--- src/rtl/sha256_multiblock_core.sv ---
// sha256_multiblock_core
// SHA-224/SHA-256 compression engine with multi-block chaining.
// Takes pre-padded 512-bit blocks on a valid/ready handshake and runs UNROLL rounds per clock.
// The intermediate hash is chained across blocks. The digest is returned on a valid/yumi handshake.
//
// Ports
//   clk_i     clock, all state updates on posedge
//   reset_i   synchronous active-high reset
//   en_i      global enable; 0 freezes every register
//   v_i       block_i/first_i/last_i/mode_i valid
//   ready_o   core can accept a block this cycle
//   block_i   padded block, [511:480] = W0 ... [31:0] = W15
//   first_i   1 = start new message from IV, 0 = continue chained H
//   last_i    1 = final block, digest produced after it
//   mode_i    0 = SHA-256, 1 = SHA-224 (sampled only with first_i=1)
//   v_o       digest_o valid
//   yumi_i    consumer takes digest_o
//   digest_o  [255:224] = H0 ... [31:0] = H7 (zero for SHA-224)

module sha256_multiblock_core #(
  parameter int unsigned UNROLL    = 1,
  parameter bit          KT_IN_ROM = 1'b1
) (
  input  logic         clk_i,
  input  logic         reset_i,
  input  logic         en_i,
  input  logic         v_i,
  output logic         ready_o,
  input  logic [511:0] block_i,
  input  logic         first_i,
  input  logic         last_i,
  input  logic         mode_i,
  output logic         v_o,
  input  logic         yumi_i,
  output logic [255:0] digest_o
);

  localparam int unsigned WORD_W = 32;
  localparam int unsigned CNT_W  = 7;
  localparam int unsigned ROUNDS = 64;
  localparam logic [CNT_W-1:0] LAST_CNT = CNT_W'(ROUNDS);
  localparam logic [CNT_W-1:0] STEP     = CNT_W'(UNROLL);

  localparam logic [255:0] IV256 = {
    32'h6a09e667, 32'hbb67ae85, 32'h3c6ef372, 32'ha54ff53a,
    32'h510e527f, 32'h9b05688c, 32'h1f83d9ab, 32'h5be0cd19};
  localparam logic [255:0] IV224 = {
    32'hc1059ed8, 32'h367cd507, 32'h3070dd17, 32'hf70e5939,
    32'hffc00b31, 32'h68581511, 32'h64f98fa7, 32'hbefa4fa4};

  // Round constants as a flat table (used when KT_IN_ROM = 0)
  localparam logic [WORD_W-1:0] K_TAB [64] = '{
    32'h428a2f98, 32'h71374491, 32'hb5c0fbcf, 32'he9b5dba5,
    32'h3956c25b, 32'h59f111f1, 32'h923f82a4, 32'hab1c5ed5,
    32'hd807aa98, 32'h12835b01, 32'h243185be, 32'h550c7dc3,
    32'h72be5d74, 32'h80deb1fe, 32'h9bdc06a7, 32'hc19bf174,
    32'he49b69c1, 32'hefbe4786, 32'h0fc19dc6, 32'h240ca1cc,
    32'h2de92c6f, 32'h4a7484aa, 32'h5cb0a9dc, 32'h76f988da,
    32'h983e5152, 32'ha831c66d, 32'hb00327c8, 32'hbf597fc7,
    32'hc6e00bf3, 32'hd5a79147, 32'h06ca6351, 32'h14292967,
    32'h27b70a85, 32'h2e1b2138, 32'h4d2c6dfc, 32'h53380d13,
    32'h650a7354, 32'h766a0abb, 32'h81c2c92e, 32'h92722c85,
    32'ha2bfe8a1, 32'ha81a664b, 32'hc24b8b70, 32'hc76c51a3,
    32'hd192e819, 32'hd6990624, 32'hf40e3585, 32'h106aa070,
    32'h19a4c116, 32'h1e376c08, 32'h2748774c, 32'h34b0bcb5,
    32'h391c0cb3, 32'h4ed8aa4a, 32'h5b9cca4f, 32'h682e6ff3,
    32'h748f82ee, 32'h78a5636f, 32'h84c87814, 32'h8cc70208,
    32'h90befffa, 32'ha4506ceb, 32'hbef9a3f7, 32'hc67178f2};

  typedef enum logic [1:0] {eIdle, eBusy, eAdd, eDone} state_e;

  state_e            state;
  logic [CNT_W-1:0]  cnt_q;
  logic              mode_q;
  logic              last_q;
  logic [WORD_W-1:0] w_q   [16];
  logic [WORD_W-1:0] s_q   [8];
  logic [WORD_W-1:0] h_q   [8];
  logic [WORD_W-1:0] w_nx  [16];
  logic [WORD_W-1:0] s_nx  [8];
  logic [WORD_W-1:0] h_sum [8];
  logic [255:0]      digest_nx;
  logic [WORD_W-1:0] t1;
  logic [WORD_W-1:0] t2;
  logic [WORD_W-1:0] w_new;
  logic [5:0]        rnd;

  function automatic logic [WORD_W-1:0] rotr(input logic [WORD_W-1:0] x, input int unsigned n);
    return (x >> n) | (x << (WORD_W - n));
  endfunction

  function automatic logic [WORD_W-1:0] bsig0(input logic [WORD_W-1:0] x);
    return rotr(x, 2) ^ rotr(x, 13) ^ rotr(x, 22);
  endfunction

  function automatic logic [WORD_W-1:0] bsig1(input logic [WORD_W-1:0] x);
    return rotr(x, 6) ^ rotr(x, 11) ^ rotr(x, 25);
  endfunction

  function automatic logic [WORD_W-1:0] ssig0(input logic [WORD_W-1:0] x);
    return rotr(x, 7) ^ rotr(x, 18) ^ (x >> 3);
  endfunction

  function automatic logic [WORD_W-1:0] ssig1(input logic [WORD_W-1:0] x);
    return rotr(x, 17) ^ rotr(x, 19) ^ (x >> 10);
  endfunction

  function automatic logic [WORD_W-1:0] ch(input logic [WORD_W-1:0] x, y, z);
    return (x & y) ^ (~x & z);
  endfunction

  function automatic logic [WORD_W-1:0] maj(input logic [WORD_W-1:0] x, y, z);
    return (x & y) ^ (x & z) ^ (y & z);
  endfunction

  function automatic logic [WORD_W-1:0] iv_word(input logic m, input int i);
    logic [255:0] v;
    v = m ? IV224 : IV256;
    return v[255-32*i -: 32];
  endfunction

  // Round constant ROM addressed by the round number
  function automatic logic [WORD_W-1:0] k_rom(input logic [5:0] t);
    logic [WORD_W-1:0] k;
    k = '0;
    case (t)
      6'd0:  k = 32'h428a2f98;  6'd1:  k = 32'h71374491;  6'd2:  k = 32'hb5c0fbcf;  6'd3:  k = 32'he9b5dba5;
      6'd4:  k = 32'h3956c25b;  6'd5:  k = 32'h59f111f1;  6'd6:  k = 32'h923f82a4;  6'd7:  k = 32'hab1c5ed5;
      6'd8:  k = 32'hd807aa98;  6'd9:  k = 32'h12835b01;  6'd10: k = 32'h243185be;  6'd11: k = 32'h550c7dc3;
      6'd12: k = 32'h72be5d74;  6'd13: k = 32'h80deb1fe;  6'd14: k = 32'h9bdc06a7;  6'd15: k = 32'hc19bf174;
      6'd16: k = 32'he49b69c1;  6'd17: k = 32'hefbe4786;  6'd18: k = 32'h0fc19dc6;  6'd19: k = 32'h240ca1cc;
      6'd20: k = 32'h2de92c6f;  6'd21: k = 32'h4a7484aa;  6'd22: k = 32'h5cb0a9dc;  6'd23: k = 32'h76f988da;
      6'd24: k = 32'h983e5152;  6'd25: k = 32'ha831c66d;  6'd26: k = 32'hb00327c8;  6'd27: k = 32'hbf597fc7;
      6'd28: k = 32'hc6e00bf3;  6'd29: k = 32'hd5a79147;  6'd30: k = 32'h06ca6351;  6'd31: k = 32'h14292967;
      6'd32: k = 32'h27b70a85;  6'd33: k = 32'h2e1b2138;  6'd34: k = 32'h4d2c6dfc;  6'd35: k = 32'h53380d13;
      6'd36: k = 32'h650a7354;  6'd37: k = 32'h766a0abb;  6'd38: k = 32'h81c2c92e;  6'd39: k = 32'h92722c85;
      6'd40: k = 32'ha2bfe8a1;  6'd41: k = 32'ha81a664b;  6'd42: k = 32'hc24b8b70;  6'd43: k = 32'hc76c51a3;
      6'd44: k = 32'hd192e819;  6'd45: k = 32'hd6990624;  6'd46: k = 32'hf40e3585;  6'd47: k = 32'h106aa070;
      6'd48: k = 32'h19a4c116;  6'd49: k = 32'h1e376c08;  6'd50: k = 32'h2748774c;  6'd51: k = 32'h34b0bcb5;
      6'd52: k = 32'h391c0cb3;  6'd53: k = 32'h4ed8aa4a;  6'd54: k = 32'h5b9cca4f;  6'd55: k = 32'h682e6ff3;
      6'd56: k = 32'h748f82ee;  6'd57: k = 32'h78a5636f;  6'd58: k = 32'h84c87814;  6'd59: k = 32'h8cc70208;
      6'd60: k = 32'h90befffa;  6'd61: k = 32'ha4506ceb;  6'd62: k = 32'hbef9a3f7;  6'd63: k = 32'hc67178f2;
      default: k = '0;
    endcase
    return k;
  endfunction

  function automatic logic [WORD_W-1:0] k_of(input logic [5:0] t);
    if (KT_IN_ROM) return k_rom(t);
    else           return K_TAB[t];
  endfunction

  // UNROLL rounds per cycle; w_nx[0] always holds W[t] for the round being computed,
  // and W[t+16] is appended at the top of the 16-word window after each round.
  always_comb begin
    w_nx  = w_q;
    s_nx  = s_q;
    t1    = '0;
    t2    = '0;
    w_new = '0;
    rnd   = '0;
    for (int unsigned u = 0; u < UNROLL; u++) begin
      rnd = 6'(cnt_q) + 6'(u);
      t1  = s_nx[7] + bsig1(s_nx[4]) + ch(s_nx[4], s_nx[5], s_nx[6]) + k_of(rnd) + w_nx[0];
      t2  = bsig0(s_nx[0]) + maj(s_nx[0], s_nx[1], s_nx[2]);
      for (int j = 7; j > 0; j--) s_nx[j] = s_nx[j-1];
      s_nx[4] = s_nx[4] + t1;
      s_nx[0] = t1 + t2;
      w_new = ssig1(w_nx[14]) + w_nx[9] + ssig0(w_nx[1]) + w_nx[0];
      for (int j = 0; j < 15; j++) w_nx[j] = w_nx[j+1];
      w_nx[15] = w_new;
    end
  end

  // Feed-forward sum and packed digest (H7 zeroed for SHA-224)
  always_comb begin
    h_sum     = h_q;
    digest_nx = '0;
    for (int i = 0; i < 8; i++) begin
      h_sum[i] = h_q[i] + s_q[i];
      digest_nx[255-32*i -: 32] = h_sum[i];
    end
    if (mode_q) digest_nx[31:0] = '0;
  end

  // Control FSM and all datapath registers
  always_ff @(posedge clk_i) begin
    if (reset_i) begin
      state    <= eIdle;
      ready_o  <= 1'b1;
      v_o      <= 1'b0;
      digest_o <= '0;
      cnt_q    <= '0;
      mode_q   <= 1'b0;
      last_q   <= 1'b0;
      for (int i = 0; i < 8; i++) begin
        h_q[i] <= iv_word(1'b0, i);
        s_q[i] <= '0;
      end
      for (int i = 0; i < 16; i++) w_q[i] <= '0;
    end else if (en_i) begin
      unique case (state)
        eIdle: begin
          if (v_i && ready_o) begin
            for (int i = 0; i < 16; i++) w_q[i] <= block_i[511-32*i -: 32];
            if (first_i) begin
              mode_q <= mode_i;
              for (int i = 0; i < 8; i++) begin
                s_q[i] <= iv_word(mode_i, i);
                h_q[i] <= iv_word(mode_i, i);
              end
            end else begin
              for (int i = 0; i < 8; i++) s_q[i] <= h_q[i];
            end
            last_q  <= last_i;
            ready_o <= 1'b0;
            state   <= eBusy;
          end
        end
        eBusy: begin
          w_q   <= w_nx;
          s_q   <= s_nx;
          cnt_q <= cnt_q + STEP;
          if (cnt_q + STEP == LAST_CNT) state <= eAdd;
        end
        eAdd: begin
          cnt_q <= '0;
          h_q   <= h_sum;
          if (last_q) begin
            digest_o <= digest_nx;
            v_o      <= 1'b1;
            state    <= eDone;
          end else begin
            ready_o <= 1'b1;
            state   <= eIdle;
          end
        end
        eDone: begin
          // Restart from IV so a following first_i=0 block starts a fresh message
          if (yumi_i) begin
            v_o     <= 1'b0;
            ready_o <= 1'b1;
            state   <= eIdle;
            for (int i = 0; i < 8; i++) h_q[i] <= iv_word(mode_q, i);
          end
        end
        default: state <= eIdle;
      endcase
    end
  end

endmodule

--- config.mk ---
export PLATFORM = sky130hd
export DESIGN_NAME = sha256_multiblock_core
export DESIGN_NICKNAME = d
export VERILOG_FILES = /design/src/rtl/sha256_multiblock_core.sv
export SDC_FILE = /design/constraint.sdc
export NUM_CORES = 2
export LEC_CHECK = 0
export ABC_AREA = 1
export BUFFER_PORTS_ARGS = -buffer_cell sky130_fd_sc_hd__buf_2
export CAP_MARGIN = 20
export CELL_PAD_IN_SITES_DETAIL_PLACEMENT = 1
export CELL_PAD_IN_SITES_GLOBAL_PLACEMENT = 1
export CORE_MARGIN = 2
export CORE_UTILIZATION = 35
export CTS_CLUSTER_DIAMETER = 40
export DETAILED_ROUTE_END_ITERATION = 10
export PLACE_DENSITY = 0.77
export SLEW_MARGIN = 20
export SYNTH_ARGS = -nofsm -noshare
export SYNTH_HDL_FRONTEND = slang
export SYNTH_SLANG_ARGS = --single-unit
--- constraint.sdc ---
create_clock -name clk_i -period 6.3 [get_ports clk_i]
set_input_delay 1.26 -clock clk_i [delete_from_list [all_inputs] [get_ports clk_i]]
set_output_delay 1.26 -clock clk_i [all_outputs]
set_load 0.02 [all_outputs]
## Word-level counts from Yosys, hierarchy flattened

Memory sizes are Yosys's and may differ from the RTL's. A register that Yosys moved wholly into a read port is not among the register bits.
Index checks and enable logic that the tools add are counted.
Widths: inputs -> output; s select.

| word-level totals | value |
|---|---|
| logic and storage cells | 135 |
| output and inout bits | 258 |
| register bits | 1293 |
| memories | 1 |
| bits in read-only memories | 2048 |

| operators by class | value |
|---|---|
| equality and inequality tests | 9 |
| bitwise logic cells | 27 |
| add/subtract/negate cells | 19 |
| reduce and logical (&&, ||, !) cells | 15 |
| multiplexer cells | 25 |

Memories:

| memory | depth | bits a word | read ports | clocked after Yosys merged registers in | wr ports | line | RTL |
|---|---|---|---|---|---|---|---|
| (no name shown) | 64 | 32 | 1 | 1 | 0 | 126 | `case (t)` |

Operator list:

| cell | number |
|---|---|
| $mux 256 | 5 |
| $pmux 512 s2 | 1 |
| $pmux 256 s3 | 1 |
| $add 32x32->32 | 18 |
| $mux 512 | 1 |
| $pmux 256 s2 | 1 |
| $xor 32x32->32 | 9 |
| $and 32x32->32 | 5 |
| $mux 32 | 1 |
| $not 32->32 | 1 |
| $or 10x32->32 | 1 |
| $or 13x32->32 | 1 |
| $or 14x32->32 | 1 |
| $or 15x32->32 | 1 |
| $or 19x32->32 | 1 |
| $or 21x32->32 | 1 |
| $or 25x32->32 | 1 |
| $or 26x32->32 | 1 |
| $or 30x32->32 | 1 |
| $or 7x32->32 | 1 |
| $xor 32x22->32 | 1 |
| $xor 32x29->32 | 1 |
| $reduce_and 4->1 | 4 |
| $pmux 7 s2 | 1 |
| other kinds (18) | 35 |

## Depth between registers and ports, before layout

| logic depth | value |
|---|---|
| depth in word-level cells | 9 |
| depth in mapped cells | 37 |
| gate-level depth less buffers | 36 |

## Least setup slack after synthesis

OpenSTA, ideal clock, no wires.

| path | value |
|---|---|
| path type | register to register |
| start | register s_q, in the netlist s_nx[90] |
| end | register s_q, in the netlist s_nx[222] |
| data required time | 6.230 ns |
| slack | 0.392 ns |
| path buffers | 1 |
| data arrival time | 5.839 ns |
| stages on the path, launching flop included | 33 |
| cell sequence | dfxtp_1 -> clkbuf_1 -> xnor2_1 -> xor2_1 -> fa_1 -> fa_1 -> fa_1 -> inv_1 -> ha_1 -> inv_1 -> fa_1 -> inv_1 -> nand2_1 -> nand3_1 -> nand2_1 -> nand2_1 -> a21oi_1 -> o21ai_1 -> nand2_1 -> nand2_1 -> xor2_1 -> inv_1 -> fa_1 -> inv_1 -> ha_1 -> a21o_1 -> a21boi_0 -> o21ai_0 -> a21oi_1 -> nand2_1 -> a21oi_1 -> o21ai_0 -> a21oi_1 |

| on the way | value |
|---|---|
| cells in the longest elaborated chain, start to end | 9 |

RTL lines:

| item | line | RTL |
|---|---|---|
| start: declaration | 77 | `logic [WORD_W-1:0] s_q [8];` |
| start signal: indexed assignment | 209 | `s_q[i] <= iv_word(mode_i, i);` |
| start signal: assignment | 222 | `s_q <= s_nx;` |
| $or 21x32->32 or $or 26x32->32 (tied branches) | 89 | `return (x >> n) \| (x << (WORD_W - n));` |
| $xor 32x32->32 (2 in series) | 97 | `return rotr(x, 6) ^ rotr(x, 11) ^ rotr(x, 25);` |
| $add 32x32->32 | 164 | `t1 = s_nx[7] + bsig1(s_nx[4]) + ch(s_nx[4], s_nx[5], s_nx[6]) + k_of(rnd) + w_nx[0];` |
| $add 32x32->32 * (3 in series) | 164 |  |
| $add 32x32->32 * | 168 | `s_nx[0] = t1 + t2;` |
| $pmux 256 s2 * | 202 | `unique case (state)` |

Every way passes the cells marked *; elsewhere a longest branch is shown, timed or not.
A chain may end at the register's enable or synchronous reset.

## Worst setup path in the final report

| path | value |
|---|---|
| start | register s_q, in the netlist s_nx[76] |
| end | register s_q, in the netlist s_nx[214] |

The elaborated chain is that of the path after synthesis.

==> impl_metrics.tcl <==
set metrics [dict create \
    final-hold-violation-count 0 \
    outcome "complete, no violations" \
    final_common_cell "nand2_1" \
    synthTopCellsByArea "dfxtp_1 30%, nand2_1 13%, o21ai_0 9.1%" \
    hold_path_depth 2 \
    cts-buffers-inserted 285 \
    antenna_found_initial 115 \
    p_leak_uw 0.0486 \
    grt_max_degree 287 \
    synth-adder-area-share_pct 9.96 \
    r2r_end "s_nx[214]" \
    synth_edf_count 0 \
    crit_fanout 4 \
    relSlewSlack_pct 14.7 \
    cp_top_family "adder cells" \
    die_x_um 507 \
    required_ps 7140 \
    yosys.area_share.simple_pct 21.1 \
    finalSetupViolCount 0 \
    overflow 0 \
    grt_pass1_vias 98069 \
    cts.sinks 1325 \
    ctsHtreeMaxLevel 5 \
    period_minus_slack_ps 6060 \
    drt-pass1-iter-count 7 \
    hold_end "w_nx[238]" \
    initial_core_util_pct 35.2 \
    postLayoutCellArea_mm2 0.107 \
    tightest_slew_ps 1280 \
    syn_inst 13112 \
    finalSetupTns_ps 0 \
    powerDensity_mw_per_mm2 633 \
    synthXorXnorAreaFrac_pct 4.54 \
    peakVddDrop_uv 870 \
    synth_async_sr_flop_share_pct 0 \
    hp-start "w_nx[206]" \
    dp.final_hpwl_um 353000 \
    dp_cells 16759 \
    final_cells 17334 \
    rows 184 \
    synth_compound_area_share_pct 25.0 \
    die_y_um 507 \
    drt-total-wl_um 467000 \
    cts_root_buf "clkbuf_16" \
    die-area_mm2 0.257 \
    grt.total_usage_pct 34.7 \
    yosysTopAreaCellShare_pct 30.0 \
    cts_buffer_depth 4 \
    yosys.cell_types.count 64 \
    arrival_ps 6910 \
    final_nets 14816 \
    synthMuxAreaShare_pct 0.0862 \
    slowest_delay_ps 550 \
    startpoint_type "flop" \
    avgSynthCellArea_um2 6.75 \
    yosysSeqAreaShare_pct 30.0 \
    r2r_slack_ps 240 \
    finalCritPeriodShare_pct 96.2 \
    io_buffers 777 \
    crit_type "reg -> reg" \
    report.final.slew_viol_count 0 \
    fmax_mhz 165 \
    ant_nets 0 \
    r2r_start "s_nx[76]" \
    cap_violations 0 \
    postCtsHoldBufs 0 \
    drc 0 \
    worstSetupEndpointType "flop" \
    ys.flop_type "dfxtp_1" \
    globalplace.congestion 1.02 \
    insertion_delay_ps 990 \
    first_iter_violations 9776 \
    slowest_stage "fa_1" \
    synth_top_family_by_area "compound AO/OA/AOI/OAI gates" \
    syn_to_final_growth_pct 20.9 \
    critical_path_buf_inv_count 7 \
    clock_skew_ps 102 \
    synth_area_leader_cell "dfxtp_1" \
    netlist_area_mm2 0.0886 \
    reg2reg_depth 31 \
    rsz0062_at_grt "true" \
    wl_per_cell_um 26.9 \
    fin_hold_ws_ps 411 \
    via_per_inst 5.77 \
    core_area_mm2 0.251 \
    io_pins 778 \
    path_clk_slew_ps 60 \
    vias 100025 \
    cts_tree "yes" \
    ys_seq_elements 1325 \
    drive_above_1_share_pct 13.5 \
    cpMostUsedCell "inv_1" \
    grt_pass1_wl_um 669000 \
    place_area_mm2 0.0964 \
    synth_nets 14220 \
    yosysWarnings 0 \
    hold_class "reg -> reg" \
    final_cell_mix "2,951 x nand2_1, 1,589 x o21ai_0, 1,316 x inv_1" \
]
## state kept, by name, indices dropped and copies added (netlist names), 2 cells and up, named ones only
register and flops:
digest_o 256, state 2, w_nx 480, cnt_q 7, s_q 64, h_q 256, w_q 32, s_nx 192
## kinds of logic (layout without fill, tap and decap cells)
family	Yosys count	after routing
buffers and inverters	2151	2958
and+or+nand+nor	4624	4624
AOI/OAI and AO/OA	3958	3958
muxes	7	7
xor gates and xnor gates	459	459
adders and majority gates	588	588
DFF	1325	1325
other	0	67
## area by class of cell
cell class	instances	area, um2
clock inverters	156	1820
diodes	67	168
inverters	1351	5120
multi-input cells	9636	54800
flip-flops and latches	1325	26500
well taps	3348	4190
clock buffers	342	7710
fillers	32222	144000
repair buffers	1109	6740
## report_power, final
group	total, uW	internal [uW]	switching, uW
combinational	41900	15400	26500
sequential	10600	9300	1260
clock	15200	9870	5370
total	67700	34500	33200
## tightest hold or removal path, stage by stage (launching register included)
cell	delay, ps
dfxtp_1	310
nand2_1	60
a31oi_1	70
## worst max path at each step
stage	start	depth (start not counted)	end
2_1_floorplan	s_nx[90]	32	s_nx[222]
3_3_place_gp	s_nx[84]	34	s_nx[219]
3_5_place_dp	s_nx[84]	34	s_nx[219]
4_1_cts	s_nx[90]	33	s_nx[219]
5_1_grt	s_nx[79]	34	s_nx[214]
6_report	s_nx[76]	31	s_nx[214]
## what timing repair did
action	CTS	global route
pin swaps	2	29
buffers inserted	2	8
resized for setup	9	200
endpoints found under the setup margin	11	32
## cells in the mapped netlist, types with 7 or more instances
| library cell | number |
|---|---|
| a211oi_1 | 7 |
| a21boi_0 | 23 |
| a21o_1 | 33 |
| a21oi_1 | 1078 |
| a221oi_1 | 12 |
| a311oi_1 | 27 |
| a31oi_1 | 676 |
| buf_1 | 49 |
| buf_2 | 85 |
| clkbuf_1 | 660 |
| dfxtp_1 | 1325 |
| fa_1 | 195 |
| ha_1 | 393 |
| inv_1 | 1326 |
| inv_2 | 21 |
| nand2_1 | 2975 |
| nand3_1 | 506 |
| nand3b_1 | 22 |
| nand4_1 | 76 |
| nor2_1 | 844 |
| nor2_4 | 10 |
| nor3_1 | 91 |
| nor4_1 | 29 |
| o211ai_1 | 108 |
| o21a_1 | 49 |
| o21ai_0 | 1611 |
| o21ai_1 | 39 |
| o21bai_1 | 186 |
| o221ai_1 | 33 |
| o22ai_1 | 10 |
| o311ai_0 | 10 |
| o31ai_1 | 27 |
| or2_2 | 44 |
| xnor2_1 | 182 |
| xor2_1 | 277 |
## routing by layer
layer | vias up | wire, um | global-route usage (%) | share of wire [%]
li1 | 45279 | - | - | -
met1 | 49081 | 192000 | 44.1 | 41
met2 | 4414 | 205000 | 53.7 | 44
met3 | 1189 | 38400 | 7.53 | 8.2
met4 | 62 | 31500 | 20.8 | 6.7
met5 | - | 417 | 0 | 0.089
## stage by stage
stage | util, % | total power [uW] | setup WS, ps
floorplan | - | 31800 | 392
global placement | 38.3 | 47700 | 28.9
detailed placement | 38.3 | 48000 | -28.8
CTS | 42.1 | 63600 | -11.6
global route | 42.6 | 71900 | -60.3
finish | 42.6 | 67700 | 239
No activity file was read; power rests on OpenSTA's default activity.
